--- src/rtl/cnn_mac_pkg.sv ---
// Shared defaults, tag type and saturation-limit helpers for the CNN MAC datapath.
package cnn_mac_pkg;

  localparam int DEF_DIN0_WIDTH = 10;
  localparam int DEF_DIN1_WIDTH = 14;
  localparam int DEF_ACC_WIDTH  = 32;
  localparam int DEF_DOUT_WIDTH = 16;
  localparam int DEF_FRAC_SHIFT = 4;
  localparam int DEF_NUM_STAGE  = 2;

  // Sideband that travels alongside each product through the pipeline.
  typedef struct packed {
    logic vld;
    logic lst;
  } beat_tag_t;

  // Largest value representable in a signed field of the given width.
  function automatic longint sat_hi(input int width);
    return (64'sd1 <<< (width - 1)) - 64'sd1;
  endfunction

  function automatic longint sat_lo(input int width);
    return -(64'sd1 <<< (width - 1));
  endfunction

endpackage

--- src/rtl/cnn_mac_mul_pipe.sv ---
// Signed multiplier with NUM_STAGE output registers and a shared clock enable,
// shaped so the multiply and its pipeline registers fold into a DSP48 slice.
module cnn_mac_mul_pipe
  import cnn_mac_pkg::*;
#(
  parameter int A_WIDTH   = DEF_DIN0_WIDTH,
  parameter int B_WIDTH   = DEF_DIN1_WIDTH,
  parameter int NUM_STAGE = DEF_NUM_STAGE,
  localparam int P_WIDTH  = A_WIDTH + B_WIDTH
) (
  input  logic                      clk,
  input  logic                      rst_n,
  input  logic                      en_i,
  input  logic                      valid_i,
  input  logic                      last_i,
  input  logic signed [A_WIDTH-1:0] a_i,
  input  logic signed [B_WIDTH-1:0] b_i,
  output logic signed [P_WIDTH-1:0] p_o,
  output logic                      valid_o,
  output logic                      last_o
);

  beat_tag_t                 tag_q  [NUM_STAGE];
  logic signed [P_WIDTH-1:0] prod_q [NUM_STAGE];

  always_ff @(posedge clk) begin
    if (!rst_n) begin
      for (int i = 0; i < NUM_STAGE; i++) begin
        tag_q[i] <= '0;
      end
    end else if (en_i) begin
      tag_q[0] <= '{vld: valid_i, lst: last_i};
      for (int i = 1; i < NUM_STAGE; i++) begin
        tag_q[i] <= tag_q[i-1];
      end
    end
  end

  // NOTE: the product registers carry no reset; only the valid tags decide
  // whether a stage holds meaningful data, and a resettable data path would
  // keep the registers out of the DSP slice.
  always_ff @(posedge clk) begin
    if (en_i) begin
      prod_q[0] <= P_WIDTH'(a_i) * P_WIDTH'(b_i);
      for (int i = 1; i < NUM_STAGE; i++) begin
        prod_q[i] <= prod_q[i-1];
      end
    end
  end

  assign p_o     = prod_q[NUM_STAGE-1];
  assign valid_o = tag_q[NUM_STAGE-1].vld;
  assign last_o  = tag_q[NUM_STAGE-1].lst;

endmodule

--- src/rtl/cnn_mac_acc_pipe.sv ---
// Streaming dot-product engine: pipelined multiply, frame accumulator, then
// round/shift/saturate into a single output register under a global stall.
module cnn_mac_acc_pipe
  import cnn_mac_pkg::*;
#(
  parameter int DIN0_WIDTH = DEF_DIN0_WIDTH,
  parameter int DIN1_WIDTH = DEF_DIN1_WIDTH,
  parameter int ACC_WIDTH  = DEF_ACC_WIDTH,
  parameter int DOUT_WIDTH = DEF_DOUT_WIDTH,
  parameter int FRAC_SHIFT = DEF_FRAC_SHIFT,
  parameter int NUM_STAGE  = DEF_NUM_STAGE
) (
  input  logic                         ap_clk,
  input  logic                         ap_rst_n,
  input  logic                         in_valid,
  output logic                         in_ready,
  input  logic                         in_last,
  input  logic signed [DIN0_WIDTH-1:0] din0,
  input  logic signed [DIN1_WIDTH-1:0] din1,
  output logic                         out_valid,
  input  logic                         out_ready,
  output logic signed [DOUT_WIDTH-1:0] dout,
  output logic                         out_sat
);

  localparam int PROD_WIDTH = DIN0_WIDTH + DIN1_WIDTH;
  localparam int RND_BIT    = (FRAC_SHIFT > 0) ? FRAC_SHIFT - 1 : 0;
  // Half an output LSB, or nothing when there is no fractional shift.
  localparam logic signed [ACC_WIDTH:0] ROUND_ADD =
    (ACC_WIDTH + 1)'(FRAC_SHIFT > 0) << RND_BIT;
  localparam longint DOUT_MAX = sat_hi(DOUT_WIDTH);
  localparam longint DOUT_MIN = sat_lo(DOUT_WIDTH);

  logic signed [PROD_WIDTH-1:0] mul_p;
  logic                         mul_vld;
  logic                         mul_lst;
  logic signed [ACC_WIDTH-1:0]  prod_ext;

  logic signed [ACC_WIDTH-1:0]  acc_q, acc_d;
  logic                         acc_vld_q;
  logic                         acc_lst_q;
  logic                         first_q, first_d;

  logic signed [ACC_WIDTH:0]    acc_rnd;
  logic signed [ACC_WIDTH:0]    acc_shr;
  longint                       r_wide;
  logic signed [DOUT_WIDTH-1:0] dout_d;
  logic                         sat_d;
  logic                         res_take;

  logic                         out_valid_q;
  logic signed [DOUT_WIDTH-1:0] dout_q;
  logic                         sat_q;

  // A full output register that is not being drained freezes every stage.
  assign in_ready = !out_valid_q || out_ready;

  cnn_mac_mul_pipe #(
    .A_WIDTH   (DIN0_WIDTH),
    .B_WIDTH   (DIN1_WIDTH),
    .NUM_STAGE (NUM_STAGE)
  ) u_mul (
    .clk     (ap_clk),
    .rst_n   (ap_rst_n),
    .en_i    (in_ready),
    .valid_i (in_valid),
    .last_i  (in_last),
    .a_i     (din0),
    .b_i     (din1),
    .p_o     (mul_p),
    .valid_o (mul_vld),
    .last_o  (mul_lst)
  );

  assign prod_ext = ACC_WIDTH'(mul_p);

  // NOTE: every signal assigned here gets its default first, so no path
  // leaves it unassigned and no latch is inferred.
  always_comb begin
    acc_d   = acc_q;
    first_d = first_q;
    if (mul_vld) begin
      acc_d   = first_q ? prod_ext : acc_q + prod_ext;
      first_d = mul_lst;
    end
  end

  // NOTE: clocked state uses non-blocking assignments so every register
  // samples the pre-edge values; blocking ones stay in always_comb.
  always_ff @(posedge ap_clk) begin
    if (!ap_rst_n) begin
      acc_q     <= '0;
      acc_vld_q <= 1'b0;
      acc_lst_q <= 1'b0;
      first_q   <= 1'b1;
    end else if (in_ready) begin
      acc_q     <= acc_d;
      acc_vld_q <= mul_vld;
      acc_lst_q <= mul_vld && mul_lst;
      first_q   <= first_d;
    end
  end

  // One guard bit keeps the rounding add from wrapping before the shift.
  always_comb begin
    acc_rnd = {acc_q[ACC_WIDTH-1], acc_q} + ROUND_ADD;
    acc_shr = acc_rnd >>> FRAC_SHIFT;
    r_wide  = longint'(acc_shr);
    dout_d  = acc_shr[DOUT_WIDTH-1:0];
    sat_d   = 1'b0;
    if (r_wide > DOUT_MAX) begin
      dout_d = DOUT_MAX[DOUT_WIDTH-1:0];
      sat_d  = 1'b1;
    end else if (r_wide < DOUT_MIN) begin
      dout_d = DOUT_MIN[DOUT_WIDTH-1:0];
      sat_d  = 1'b1;
    end
  end

  assign res_take = acc_vld_q && acc_lst_q;

  always_ff @(posedge ap_clk) begin
    if (!ap_rst_n) begin
      out_valid_q <= 1'b0;
      dout_q      <= '0;
      sat_q       <= 1'b0;
    end else if (in_ready) begin
      out_valid_q <= res_take;
      if (res_take) begin
        dout_q <= dout_d;
        sat_q  <= sat_d;
      end
    end
  end

  assign out_valid = out_valid_q;
  assign dout      = dout_q;
  assign out_sat   = sat_q;

endmodule
--- config.mk ---
export PLATFORM = sky130hd
export DESIGN_NAME = cnn_mac_acc_pipe
export DESIGN_NICKNAME = d
export VERILOG_FILES = /design/src/rtl/cnn_mac_pkg.sv /design/src/rtl/cnn_mac_mul_pipe.sv /design/src/rtl/cnn_mac_acc_pipe.sv
export SDC_FILE = /design/constraint.sdc
export NUM_CORES = 1
export LEC_CHECK = 0
export BUFFER_PORTS_ARGS = -buffer_cell sky130_fd_sc_hd__clkbuf_2
export CORE_MARGIN = 4
export CORE_UTILIZATION = 45
export CTS_BUF_LIST = sky130_fd_sc_hd__clkbuf_8
export DETAILED_ROUTE_END_ITERATION = 8
export PLACE_DENSITY = 0.71
export RECOVER_POWER = 25
export SLEW_MARGIN = 20
export SYNTH_ARGS = -nofsm -noshare
export SYNTH_HDL_FRONTEND = slang
export SYNTH_SLANG_ARGS = --single-unit
--- constraint.sdc ---
create_clock -name ap_clk -period 5.25 [get_ports ap_clk]
set_input_delay 0.525 -clock ap_clk [delete_from_list [all_inputs] [get_ports ap_clk]]
set_output_delay 0.525 -clock ap_clk [all_outputs]
set_load 0.02 [all_outputs]
==> flow_metrics.py <==
metrics = {
    "drt": {
        "routed_wl_um": 22400,
        "drc": 0,
        "drtPass1Iterations": 7,
        "drt-wirelength-per-cell_um": 13.8,
        "num_vias": 8428,
        "first_iter_violations": 355,
        "vias_per_cell": 5.19,
        "ant_nets": 0,
    },
    "synthesis": {
        "ys_warn_count": 0,
        "synth_top_area_share_pct": 22.2,
        "ys_types": 74,
        "netlist_area_sq_um": 11200,
        "synthTopCellsByArea": "fa_1 22%, edfxtp_1 14%, ha_1 9.9%",
        "synth_flop_cell": "dfxtp_1",
        "synth_seq_cells": 105,
        "synthCells": 1192,
        "synthesis.nets": 1434,
        "syn-mean-instance-area_sq_um": 9.40,
        "synthArstFlopShare_pct": 0,
        "synth_edf_count": 52,
        "synth_area_leader_cell": "fa_1",
        "yosysSeqAreaShare_pct": 23.4,
    },
    "timing": {
        "tns_ps": 0,
        "tightest_slew_ps": 925,
        "maxClockFrequency_mhz": 199,
        "slew_violations": 0,
        "fin_worst_skew_ps": 8.57,
        "hold_viol": 0,
        "period_needed_ps": 5030,
        "whs_ps": 418,
        "fin_crit_sh_pct": 95.9,
        "finalSetupViolations": 0,
        "slew_headroom_pct": 38.3,
    },
    "clocking": {
        "htree_levels": 3,
        "numCtsBuffers": 9,
        "cts_hold_buf": 0,
        "clockBufferDepth": 2,
        "cts_tree": "yes",
        "clk_latency_ps": 380,
        "cts.sinks": 105,
        "clkTransAtPathRegs_ps": 100,
        "cts_root_buf": "clkbuf_8",
    },
    "grt": {
        "grt_pass1_vias": 8618,
        "grt_max_degree": 58,
        "grt_pass1_wl_um": 39900,
        "grt.total_usage_pct": 16.8,
        "gr-total-overflow": 0,
        "antenna_found_initial": 0,
    },
    "power": {
        "seqPwrFrac_pct": 20.7,
        "p_clk_share_pct": 8.3,
        "p_leak_nw": 6.16,
        "power_switching_w": 0.00281,
        "intPower_w": 0.00391,
        "power_w": 0.00672,
        "peakVddDrop_v": 0.000358,
        "combPwrFrac_pct": 71.0,
        "powerDensity_nw_per_um2": 533,
        "swShare_pct": 41.8,
    },
    "final_layout": {
        "drive_above_1_share_pct": 13.6,
        "final_nets": 1537,
        "layout_common_cells": "165 x inv_1, 140 x nand2_1, 124 x fa_1, 94 x buf_4, 84 x ha_1",
        "nFillCells": 2276,
        "layout_commonest_cell": "inv_1",
        "antenna_cells": 0,
        "syn_to_final_growth_pct": 12.6,
    },
    "die": {
        "die_w_um": 166,
        "fp-row-count": 57,
        "die_y_um": 166,
        "initial_core_util_pct": 45.9,
        "ioPinCount": 48,
        "core_area_sq_um": 24400,
        "dieArea_sq_um": 27500,
    },
    "setup_path": {
        "critPathRequiredTime_ps": 5390,
        "path_class": "input pin to register",
        "critPathCaptureType": "register",
        "crit_fanout": 9,
        "cp-start-kind": "input pin",
        "crit_arrival_ps": 5180,
    },
    "outcome": {
        "outcome": "completed",
    },
    "run": {
        "cap_viol_max_count": 0,
    },
    "placement": {
        "port_buffers": 47,
        "place.gp.congestion": 0.886,
        "post-dp-hpwl_um": 18400,
    },
    "worst_hold_path": {
        "hold_path_class": "register to register",
    },
}
==> final timing paths <==
kind                       start                  end  slack, ps  depth (start not counted)
max                      din1[4]  u_mul.prod_q[0][19]        220                         18
min          u_mul.prod_q[0][16]  u_mul.prod_q[0][40]        420                          0
min reg2reg  u_mul.prod_q[0][16]  u_mul.prod_q[0][40]        420                          0
max reg2reg             acc_q[6]            acc_q[31]       1760                         10
==> registers in the layout, indices dropped and copies added, names as in the netlist <==
signal and flops:
acc_lst_q 1, acc_q 32, acc_vld_q 1, dout 16, first_q 1, out_sat 1
out_valid 1, u_mul.prod_q 48, u_mul.tag_q 4
==> metrics by stage <==
step / utilization, % / area [sq um] / worst slack, ps / cells
final: 51.7 / 12600 / 217 / 1624
after global placement: 50.8 / 12400 / -257 / 1607
after global routing: 51.7 / 12600 / -5.24 / 1624
after floorplan: - / 11400 / 3.15 / 1192
after CTS: 51.7 / 12600 / 98.5 / 1623
after detailed placement: 50.8 / 12400 / -311 / 1607
==> cells in the mapped netlist, types with 4 or more instances <==
library cell,n
a211o_1,4
a211oi_1,7
a21boi_0,10
a21o_1,22
a21oi_1,49
a221o_1,11
a221o_2,5
and2_1,53
and3_1,11
buf_6,4
clkbuf_1,41
dfxtp_1,53
edfxtp_1,52
fa_1,124
ha_1,89
inv_1,166
mux2i_1,4
nand2_1,142
nand2b_1,14
nand3_1,25
nand3b_1,5
nand4_1,9
nor2_1,53
nor2b_1,8
nor3_1,9
o211a_1,17
o211ai_1,16
o21a_1,6
o21ai_0,39
o21bai_1,6
o31a_1,4
o31ai_1,4
xnor2_1,43
xor2_1,24
==> critical path, stage by stage <==
cell and delay (ps):
clkbuf_2 220, nand2_1 120, fa_1 510, fa_1 510, inv_1 50, ha_1 310
fa_1 540, inv_1 60, fa_1 530, inv_1 70, ha_4 230, nor2b_1 150
o41a_1 470, o41ai_4 310, o311ai_4 160, nand2b_1 190, a21oi_2 140, xnor2_1 80
==> cells by family after synthesis <==
family	Yosys count	synth area share, %
adder cells (fa/ha/maj)	213	32.1
XOR/XNOR	67	5.24
buffers and inverters	216	7.77
multiplexers	5	0.458
AO/OA/AOI/OAI	231	14.9
AND/OR/NAND/NOR	355	16.2
flip-flops	105	23.4
==> layer usage <==
layer  wire length (um)  global-route usage, %  up-vias
met1              10600                   23.5     4017
met2              10400                   27.6      164
met4                383                   4.91        0
met5                  0                      0        -
met3                905                   1.98       30
li1                   -                      -     4217
==> power by group through the flow <==
stage | combinational (W) | clock (W) | sequential, W
after floorplan | 0.00330 | 0 | 0.00135
after global placement | 0.00460 | 0 | 0.00140
after detailed placement | 0.00472 | 0 | 0.00141
after CTS | 0.00474 | 0.000579 | 0.00139
after global routing | 0.00548 | 0.000614 | 0.00141
final | 0.00477 | 0.000560 | 0.00139
==> final cells by class <==
type,count,area [sq um],share of cell area (%)
multi-input cells,871,7810,61.9
flip-flops and latches,105,2620,20.8
repair buffers,141,920,7.29
inverters,167,627,4.97
clock inverters,7,101,0.804
well taps,324,405,3.21
clock buffers,9,124,0.982
==> timing repair <==
action,in CTS,in global routing
buffers inserted,0,1
resized for setup,0,7
endpoints found under the setup margin,0,8
Note: power is estimated with default switching activity, not from simulation.
